File: config.mk
export PLATFORM = sky130hd
export DESIGN_NAME = display_scanner
export DESIGN_NICKNAME = d
export VERILOG_FILES = /design/src/rtl/display_pkg.sv /design/src/rtl/refresh_prescaler.sv /design/src/rtl/display_scanner.sv
export SDC_FILE = /design/constraint.sdc
export NUM_CORES = 1
export LEC_CHECK = 0
export BUFFER_PORTS_ARGS = -buffer_cell sky130_fd_sc_hd__buf_2
export CAP_MARGIN = 20
export CORE_UTILIZATION = 40
export DETAILED_ROUTE_END_ITERATION = 8
export HOLD_SLACK_MARGIN = 0.1
export PLACE_DENSITY = 0.66
export REMOVE_ABC_BUFFERS = 1
export SYNTH_ARGS = -nofsm -noshare
export SYNTH_HDL_FRONTEND = slang
export SYNTH_SLANG_ARGS = --single-unit
File: constraint.sdc
create_clock -name i_clk -period 5.9 [get_ports i_clk]
set_input_delay 0.59 -clock i_clk [delete_from_list [all_inputs] [get_ports i_clk]]
set_output_delay 0.59 -clock i_clk [all_outputs]
set_load 0.03 [all_outputs]
File: src/rtl/display_pkg.sv
`default_nettype none
// ============================================================================
// Module      : display_pkg
// Description : Shared constants and helpers for the multiplexed display
//               scanner (digit width, one-hot select, leading-zero mask).
// Revision    : 1.0 - initial release
// ============================================================================
package display_pkg;

    localparam int DIGIT_W             = 4;
    localparam int DEFAULT_REFRESH_DIV = 50000;
    localparam int MAX_DIGITS          = 8;

    typedef logic [MAX_DIGITS-1:0]         digit_vec_t;
    typedef logic [DIGIT_W*MAX_DIGITS-1:0] nibble_vec_t;

    // One-hot digit select; callers truncate to their own digit count.
    function automatic digit_vec_t onehot(input logic [2:0] idx);
        onehot = digit_vec_t'(1) << idx;
    endfunction

    // Bit i set when digit i is a leading zero: i>0 and nibbles i..ndig-1
    // are all zero. Digit 0 is never flagged so a zero value still shows "0".
    function automatic digit_vec_t lead_zero_mask(input nibble_vec_t act,
                                                  input int          ndig);
        logic all_zero;
        lead_zero_mask = '0;
        all_zero       = 1'b1;
        for (int i = MAX_DIGITS - 1; i >= 1; i--) begin
            if (i < ndig) begin
                all_zero          = all_zero & (act[DIGIT_W*i +: DIGIT_W] == '0);
                lead_zero_mask[i] = all_zero;
            end
        end
    endfunction

endpackage
`default_nettype wire

File: src/rtl/refresh_prescaler.sv
`default_nettype none
// ============================================================================
// Module      : refresh_prescaler
// Description : Free-running slot timer counting 0..DIV-1 while enabled,
//               with a combinational wrap flag on the terminal count.
// Revision    : 1.0 - initial release
// ============================================================================
module refresh_prescaler
    import display_pkg::*;
#(
    parameter  int DIV   = DEFAULT_REFRESH_DIV,
    localparam int CNT_W = (DIV > 1) ? $clog2(DIV) : 1
) (
    input  logic             i_clk,
    input  logic             i_rst,
    input  logic             i_enable,
    output logic [CNT_W-1:0] o_count,
    output logic             o_wrap
);

    localparam logic [CNT_W-1:0] c_last = CNT_W'(DIV - 1);

    logic [CNT_W-1:0] r_count;

    // Wrap is high during the last cycle of a slot, only while counting.
    assign o_wrap  = i_enable && (r_count == c_last);
    assign o_count = r_count;

    // Count while enabled, hold otherwise, return to zero after the last cycle.
    always_ff @(posedge i_clk or posedge i_rst) begin
        if (i_rst) begin
            r_count <= '0;
        end else if (i_enable) begin
            r_count <= o_wrap ? '0 : r_count + 1'b1;
        end
    end

endmodule
`default_nettype wire

File: src/rtl/display_scanner.sv
`default_nettype none
// ============================================================================
// Module      : display_scanner
// Description : Multiplexed hex display scanner. Cycles through NUM_DIGITS
//               nibbles, drives the current nibble and a one-hot anode with a
//               dead band per slot, double-buffers new values to frame
//               boundaries and optionally blanks leading zeros.
// Revision    : 1.0 - initial release
// ============================================================================
module display_scanner
    import display_pkg::*;
#(
    parameter int NUM_DIGITS  = 4,
    parameter int REFRESH_DIV = DEFAULT_REFRESH_DIV,
    parameter int DEAD_CYCLES = 2
) (
    input  logic                          i_clk,
    input  logic                          i_rst,
    input  logic                          i_enable,
    input  logic                          i_load,
    input  logic [DIGIT_W*NUM_DIGITS-1:0] i_value,
    input  logic                          i_blank_zeros,
    output logic [DIGIT_W-1:0]            o_digit,
    output logic [NUM_DIGITS-1:0]         o_anode,
    output logic                          o_frame_done
);

    localparam int IDX_W = (NUM_DIGITS > 1) ? $clog2(NUM_DIGITS) : 1;
    localparam int CNT_W = (REFRESH_DIV > 1) ? $clog2(REFRESH_DIV) : 1;
    localparam int VAL_W = DIGIT_W * NUM_DIGITS;

    localparam logic [IDX_W-1:0] c_last_idx = IDX_W'(NUM_DIGITS - 1);
    localparam logic [CNT_W-1:0] c_dead     = CNT_W'(DEAD_CYCLES);

    logic [CNT_W-1:0]      w_pre;
    logic [CNT_W-1:0]      w_pre_nxt;
    logic                  w_wrap;
    logic                  w_frame_end;
    logic [IDX_W-1:0]      r_idx;
    logic [IDX_W-1:0]      w_idx_nxt;
    logic [VAL_W-1:0]      r_active;
    logic [VAL_W-1:0]      r_pending;
    logic                  r_pend_valid;
    logic [VAL_W-1:0]      w_active_nxt;
    logic [VAL_W-1:0]      w_pending_nxt;
    logic                  w_pend_valid_nxt;
    nibble_vec_t           w_active_pad;
    logic [NUM_DIGITS-1:0] w_blank_mask;
    logic [NUM_DIGITS-1:0] w_anode_nxt;
    logic [2:0]            w_idx_ext;

    refresh_prescaler #(
        .DIV      (REFRESH_DIV)
    ) u_prescaler (
        .i_clk    (i_clk),
        .i_rst    (i_rst),
        .i_enable (i_enable),
        .o_count  (w_pre),
        .o_wrap   (w_wrap)
    );

    // Next slot position; only meaningful for the anode when enabled.
    always_comb begin
        w_pre_nxt   = w_wrap ? '0 : w_pre + 1'b1;
        w_frame_end = w_wrap && (r_idx == c_last_idx);
        w_idx_nxt   = r_idx;
        if (w_wrap) begin
            w_idx_nxt = (r_idx == c_last_idx) ? '0 : r_idx + 1'b1;
        end
    end

    // Double buffer: a load at the boundary bypasses pending so the newest
    // value wins; otherwise pending is promoted only at a frame boundary.
    always_comb begin
        w_active_nxt     = r_active;
        w_pending_nxt    = r_pending;
        w_pend_valid_nxt = r_pend_valid;
        if (i_load) begin
            w_pending_nxt = i_value;
            if (w_frame_end) begin
                w_active_nxt     = i_value;
                w_pend_valid_nxt = 1'b0;
            end else begin
                w_pend_valid_nxt = 1'b1;
            end
        end else if (w_frame_end && r_pend_valid) begin
            w_active_nxt     = r_pending;
            w_pend_valid_nxt = 1'b0;
        end
    end

    // Anode for the next slot, honouring enable, dead band and blanking.
    always_comb begin
        w_active_pad                = '0;
        w_active_pad[VAL_W-1:0]     = w_active_nxt;
        w_idx_ext                   = 3'(w_idx_nxt);
        w_blank_mask                = i_blank_zeros
                                    ? NUM_DIGITS'(lead_zero_mask(w_active_pad, NUM_DIGITS))
                                    : '0;
        w_anode_nxt                 = '0;
        if (i_enable && (w_pre_nxt >= c_dead) && !w_blank_mask[w_idx_nxt]) begin
            w_anode_nxt = NUM_DIGITS'(onehot(w_idx_ext));
        end
    end

    // Slot index and buffer state.
    always_ff @(posedge i_clk or posedge i_rst) begin
        if (i_rst) begin
            r_idx        <= '0;
            r_active     <= '0;
            r_pending    <= '0;
            r_pend_valid <= 1'b0;
        end else begin
            r_idx        <= w_idx_nxt;
            r_active     <= w_active_nxt;
            r_pending    <= w_pending_nxt;
            r_pend_valid <= w_pend_valid_nxt;
        end
    end

    // Registered outputs built from next-state values so they move with idx.
    always_ff @(posedge i_clk or posedge i_rst) begin
        if (i_rst) begin
            o_digit      <= '0;
            o_anode      <= '0;
            o_frame_done <= 1'b0;
        end else begin
            o_digit      <= w_active_nxt[DIGIT_W*w_idx_nxt +: DIGIT_W];
            o_anode      <= w_anode_nxt;
            o_frame_done <= w_frame_end;
        end
    end

endmodule
`default_nettype wire

==> results_dict.tcl, run 1 <==
set metrics [dict create \
    status "finished clean" \
    slew_viol_final 0 \
    yosysWarnings 0 \
    die_h_um 92.1 \
    track_usage 0.191 \
    fin_crit_ps 3030 \
    synthMostInstantiatedCell "nor2_1" \
    maxSlewHeadroom 0.462 \
    cts_tree "done" \
    clk_latency_ps 340 \
    hp-class "input pin to asynchronous set/reset pin" \
    synth-edff-count 0 \
    final_nets 391 \
    start_kind "register" \
    routedWlPerCell_um 15.8 \
    synth_top_area_share 0.462 \
    clk_pin_slew_worst_paths_ps 70 \
    cap_violations 0 \
    dr.pass1.iters 4 \
    worstPathMaxFanout 32 \
    ys_async_sr_fraction 1.00 \
    placed_cells 459 \
    synthesis.area_mm2 0.00325 \
    grt_pass1_vias 2525 \
    route.detailed.drc 0 \
    tns_ps 0 \
    finalSetupViolCount 0 \
    peakVddDrop_v 0.0000942 \
    ctsHoldBuffers 0 \
    ant_nets 0 \
    drive_above_1_share 0.207 \
    synth_cell_types 51 \
    antenna_found_initial 0 \
    cts_setup_buffers 0 \
    leakagePower_nw 1.61 \
    grt_max_degree 61 \
    syn2layout_area_growth_pct 11.8 \
    path_class "register to register" \
    yosysSeqAreaShare 0.462 \
    avgSynthCellArea_um2 9.28 \
    viasPerCell 5.62 \
    core_area_mm2 0.00781 \
    timing.final.ws_setup_ps 2870 \
    cts_buffer_depth 2 \
    drtIter0Drc 203 \
    fin_skew_ps 9.61 \
    dp_hpwl_mm 5.07 \
    vias 2664 \
    worstPathRequired_ps 6140 \
    cts_resized 0 \
    root_buffer "clkbuf_8" \
    num_rows 32 \
    drt-total-wl_mm 7.48 \
    fmax_ghz 0.330 \
    worstPathArrival_ps 3270 \
    place_ws_ps 2770 \
    final_cells 474 \
    fin_crit_sh 0.514 \
    tightest_slew_ps 785 \
    yosysTopAreaCell "dfrtp_1" \
    synth_top_cells_by_area "dfrtp_1, nor2_1, mux2_2" \
    grt_pass1_wl_mm 12.6 \
    syn_inst 350 \
    ys_top_cells_by_count "nor2_1, dfrtp_1, nand2_1" \
    ios 30 \
    rsz0062_at_grt "no" \
    hold_violations 0 \
    dpl-instance-area_mm2 0.00342 \
    final_cell_area_mm2 0.00363 \
    cts_made_buffers 9 \
    cts_sinks 60 \
    antenna_cells 0 \
    start_util 0.416 \
    p_per_area_mw_per_mm2 283 \
    grt.overflow.total 0 \
    routabilityCongestion 0.821 \
    portBuffers 29 \
    cp-end-kind "register" \
    ys.flop_type "dfrtp_1" \
    dieWidth_um 92.1 \
    dieArea_mm2 0.00848 \
    h-tree-depth 3 \
    ys_ff_latch 60 \
]
## cell usage in the layout, fill, tap and decap left out, drive strengths merged, types with 9 or more instances in the layout
cell type,count
nand2,27
o22ai,9
buf,32
o21ai,25
nor3,13
dfrtp,60
a21oi,21
nor2,62
mux2,18
clkbuf,10
## state kept, by name, summed over array words and instances, names as in the netlist
signal	cells
o_anode	4
o_digit	4
o_frame_done	1
r_active	16
r_idx	2
r_pend_valid	1
r_pending	16
u_prescaler.o_count	16
## path summary, 6_finish.rpt
check | startpoint | end | slack (ps) | depth (start not counted)
setup / recovery | u_prescaler.o_count[0] | o_anode[2] | 2870 | 9
hold / removal | i_rst | r_pending[12] | 460 | 3
setup reg to reg | u_prescaler.o_count[0] | o_anode[2] | 2870 | 9
hold reg to reg | r_pending[0] | r_pending[0] | 500 | 1
max in group asynchronous | i_rst | u_prescaler.o_count[5] | 4950 | 3
min in group i_clk | i_value[8] | r_pending[8] | 500 | 2
## routing by layer
layer	vias to the layer above	track usage	routed length (µm)
met5	-	0	0
met4	0	0.100	198
met3	16	0.0249	241
met1	1290	0.267	3690
met2	69	0.287	3360
li1	1289	-	-
## per-stage QoR
| step | hold WS (ps) | util | power, mW |
|---|---|---|---|
| after floorplan | 471 | - | 0.591 |
| after global placement | 487 | 0.438 | 0.632 |
| after detailed placement | 498 | 0.438 | 0.641 |
| after CTS | 487 | 0.465 | 1.03 |
| after global routing | 496 | 0.465 | 1.07 |
| final | 464 | 0.465 | 1.03 |
## critical path, cell delays in order (launching register included)
cell      delay [ps]
dfrtp_1          430
ha_1             340
nand4_1          310
nor4_4           330
buf_4            380
and2_1           350
nor2_1           120
o32ai_2          320
nor2_1           100
a211oi_1         250
## logic make-up (layout without fill, tap and decap cells)
| family | count (synthesis) | after routing | share of synthesized area |
|---|---|---|---|
| compound gates | 84 | 84 | 0.164 |
| xor+xnor | 10 | 10 | 0.0270 |
| fa+ha+maj | 2 | 2 | 0.00771 |
| buf+inv | 32 | 54 | 0.0447 |
| flops | 60 | 60 | 0.462 |
| mux | 20 | 20 | 0.0686 |
| simple gates | 142 | 142 | 0.225 |
## cell type report
class / instances / area (µm²)
inverter: 7 / 26.3
fill: 770 / 4180
tap: 102 / 128
clock buffer: 10 / 128
timing repair buffer: 32 / 168
sequential: 60 / 1500
multi-input combinational: 258 / 1600
clock inverter: 5 / 77.6
## report_power, final
group	switching (mW)	internal (mW)	total, mW
sequential	0.0623	0.446	0.509
combinational	0.0639	0.0606	0.124
clock	0.161	0.234	0.395
(Power assumes the default switching activity.)
==> run 2, diff against run 1 <==
Clock period 5.9 ns to 2.8 ns, I/O delays scaled along.
==> results_dict.tcl, run 2 (same netlist as run 1, synthesis figures left out) <==
set metrics [dict create \
    cts_made_buffers 9 \
    power_mw 2.29 \
    dr.pass1.iters 4 \
    tns_ps 0 \
    hold_violations 0 \
    track_usage 0.196 \
    cap_violations 0 \
    cts_buffer_depth 2 \
    grt_pass1_vias 2608 \
    routabilityCongestion 0.860 \
    dp_hpwl_mm 5.50 \
    fmax_ghz 0.386 \
    drtIter0Drc 203 \
    grt.overflow.total 0 \
    slew_viol_final 0 \
    antenna_cells 0 \
    routedWlPerCell_um 15.6 \
    crit_path_start "u_prescaler.o_count[11]" \
    clk_latency_ps 330 \
    grt_max_degree 42 \
    p_per_area_mw_per_mm2 601 \
    place_ws_ps 125 \
    fin_crit_sh 0.926 \
    vias 2734 \
    path_class "register to register" \
    syn2layout_area_growth_pct 17.2 \
    ant_nets 0 \
    cts_sinks 60 \
    rsz0062_at_grt "no" \
    worstPathRequired_ps 3000 \
    tightest_slew_ps 879 \
    num_rows 32 \
    antenna_found_initial 0 \
    reg2reg_depth 7 \
    peakVddDrop_v 0.000239 \
    drt-total-wl_mm 7.69 \
    final_cell_mix "nor2_1, dfrtp_1, buf_2" \
    final_nets 410 \
    status "finished clean" \
    fin_skew_ps 8.57 \
    timing.final.ws_setup_ps 208 \
    drive_above_1_share 0.251 \
    portBuffers 29 \
    dieWidth_um 92.1 \
    cp-end-kind "register" \
    hp-class "input pin to asynchronous set/reset pin" \
    core_area_mm2 0.00781 \
    cts_tree "done" \
    viasPerCell 5.55 \
    start_kind "register" \
    r2r_start "u_prescaler.o_count[11]" \
    leakagePower_nw 1.72 \
    worstPathMaxFanout 14 \
    layout_commonest_cell "nor2_1" \
    clk_pin_slew_worst_paths_ps 70 \
    start_util 0.416 \
    worstPathArrival_ps 2790 \
    h-tree-depth 3 \
    maxSlewHeadroom 0.413 \
    ios 30 \
    die_h_um 92.1 \
    dieArea_mm2 0.00848 \
    finalSetupViolCount 0 \
    fin_crit_ps 2590 \
    grt_pass1_wl_mm 13.0 \
    route.detailed.drc 0 \
    cts_setup_buffers 0 \
    root_buffer "clkbuf_8" \
]
-- run 2: changes by cell type in the layout (fill, tap and decap cells not counted), sizes merged --
cell,before,now
buf,32,51
clkbuf,10,12
clkinv,2,1
clkinvlp,1,0
-- run 2: path summary, 6_finish.rpt --
path                                 to  slack, ps
min                        o_frame_done        140
min in group i_clk         r_pending[8]        200
max                          o_digit[3]        210
max reg2reg                  o_digit[3]        210
min reg2reg                r_pending[0]        510
max in group asynchronous   r_active[3]       1960
-- run 2: worst max-delay path: stages, from the launching register on --
cell and delay (ps):
dfrtp_1 440, or4b_4 600, nor4_4 230, buf_4 280, mux2i_1 340, inv_1 250, a21oi_1 210, a22oi_1 90
-- run 2: cell type report --
cell class	instances	area [µm²]
clock inverters	3	68.8
multi-input cells	258	1610
clock buffers	12	165
inverters	7	26.3
well taps	102	128
repair buffers	51	310
flip-flops and latches	60	1500
fillers	763	4000
-- run 2: what timing repair did --
action	in CTS	in global routing
hold buffers	0	0
endpoints found under the setup margin	0	3
endpoints found under the hold margin	0	0
resized for setup	0	1
-- run 2: stage by stage --
step	cell area, µm²	std cells	utilization	hold WS (ps)
after global routing	3810	493	0.488	181
after CTS	3800	493	0.487	155
after detailed placement	3570	478	0.457	491
final	3810	493	0.488	135
after global placement	3570	478	0.457	485
after floorplan	3130	325	-	387
-- run 2: metal layers --
metal,vias up,wire length [µm],track usage
met2,77,3350,0.279
met1,1323,3870,0.294
met4,0,116,0.0690
met3,10,359,0.0365
li1,1324,-,-
met5,-,0,0
-- run 2: power breakdown --
part | total (mW) | switching (mW) | internal, mW
sequential | 1.02 | 0.0789 | 0.941
combinational | 0.365 | 0.198 | 0.167
clock | 0.904 | 0.333 | 0.571
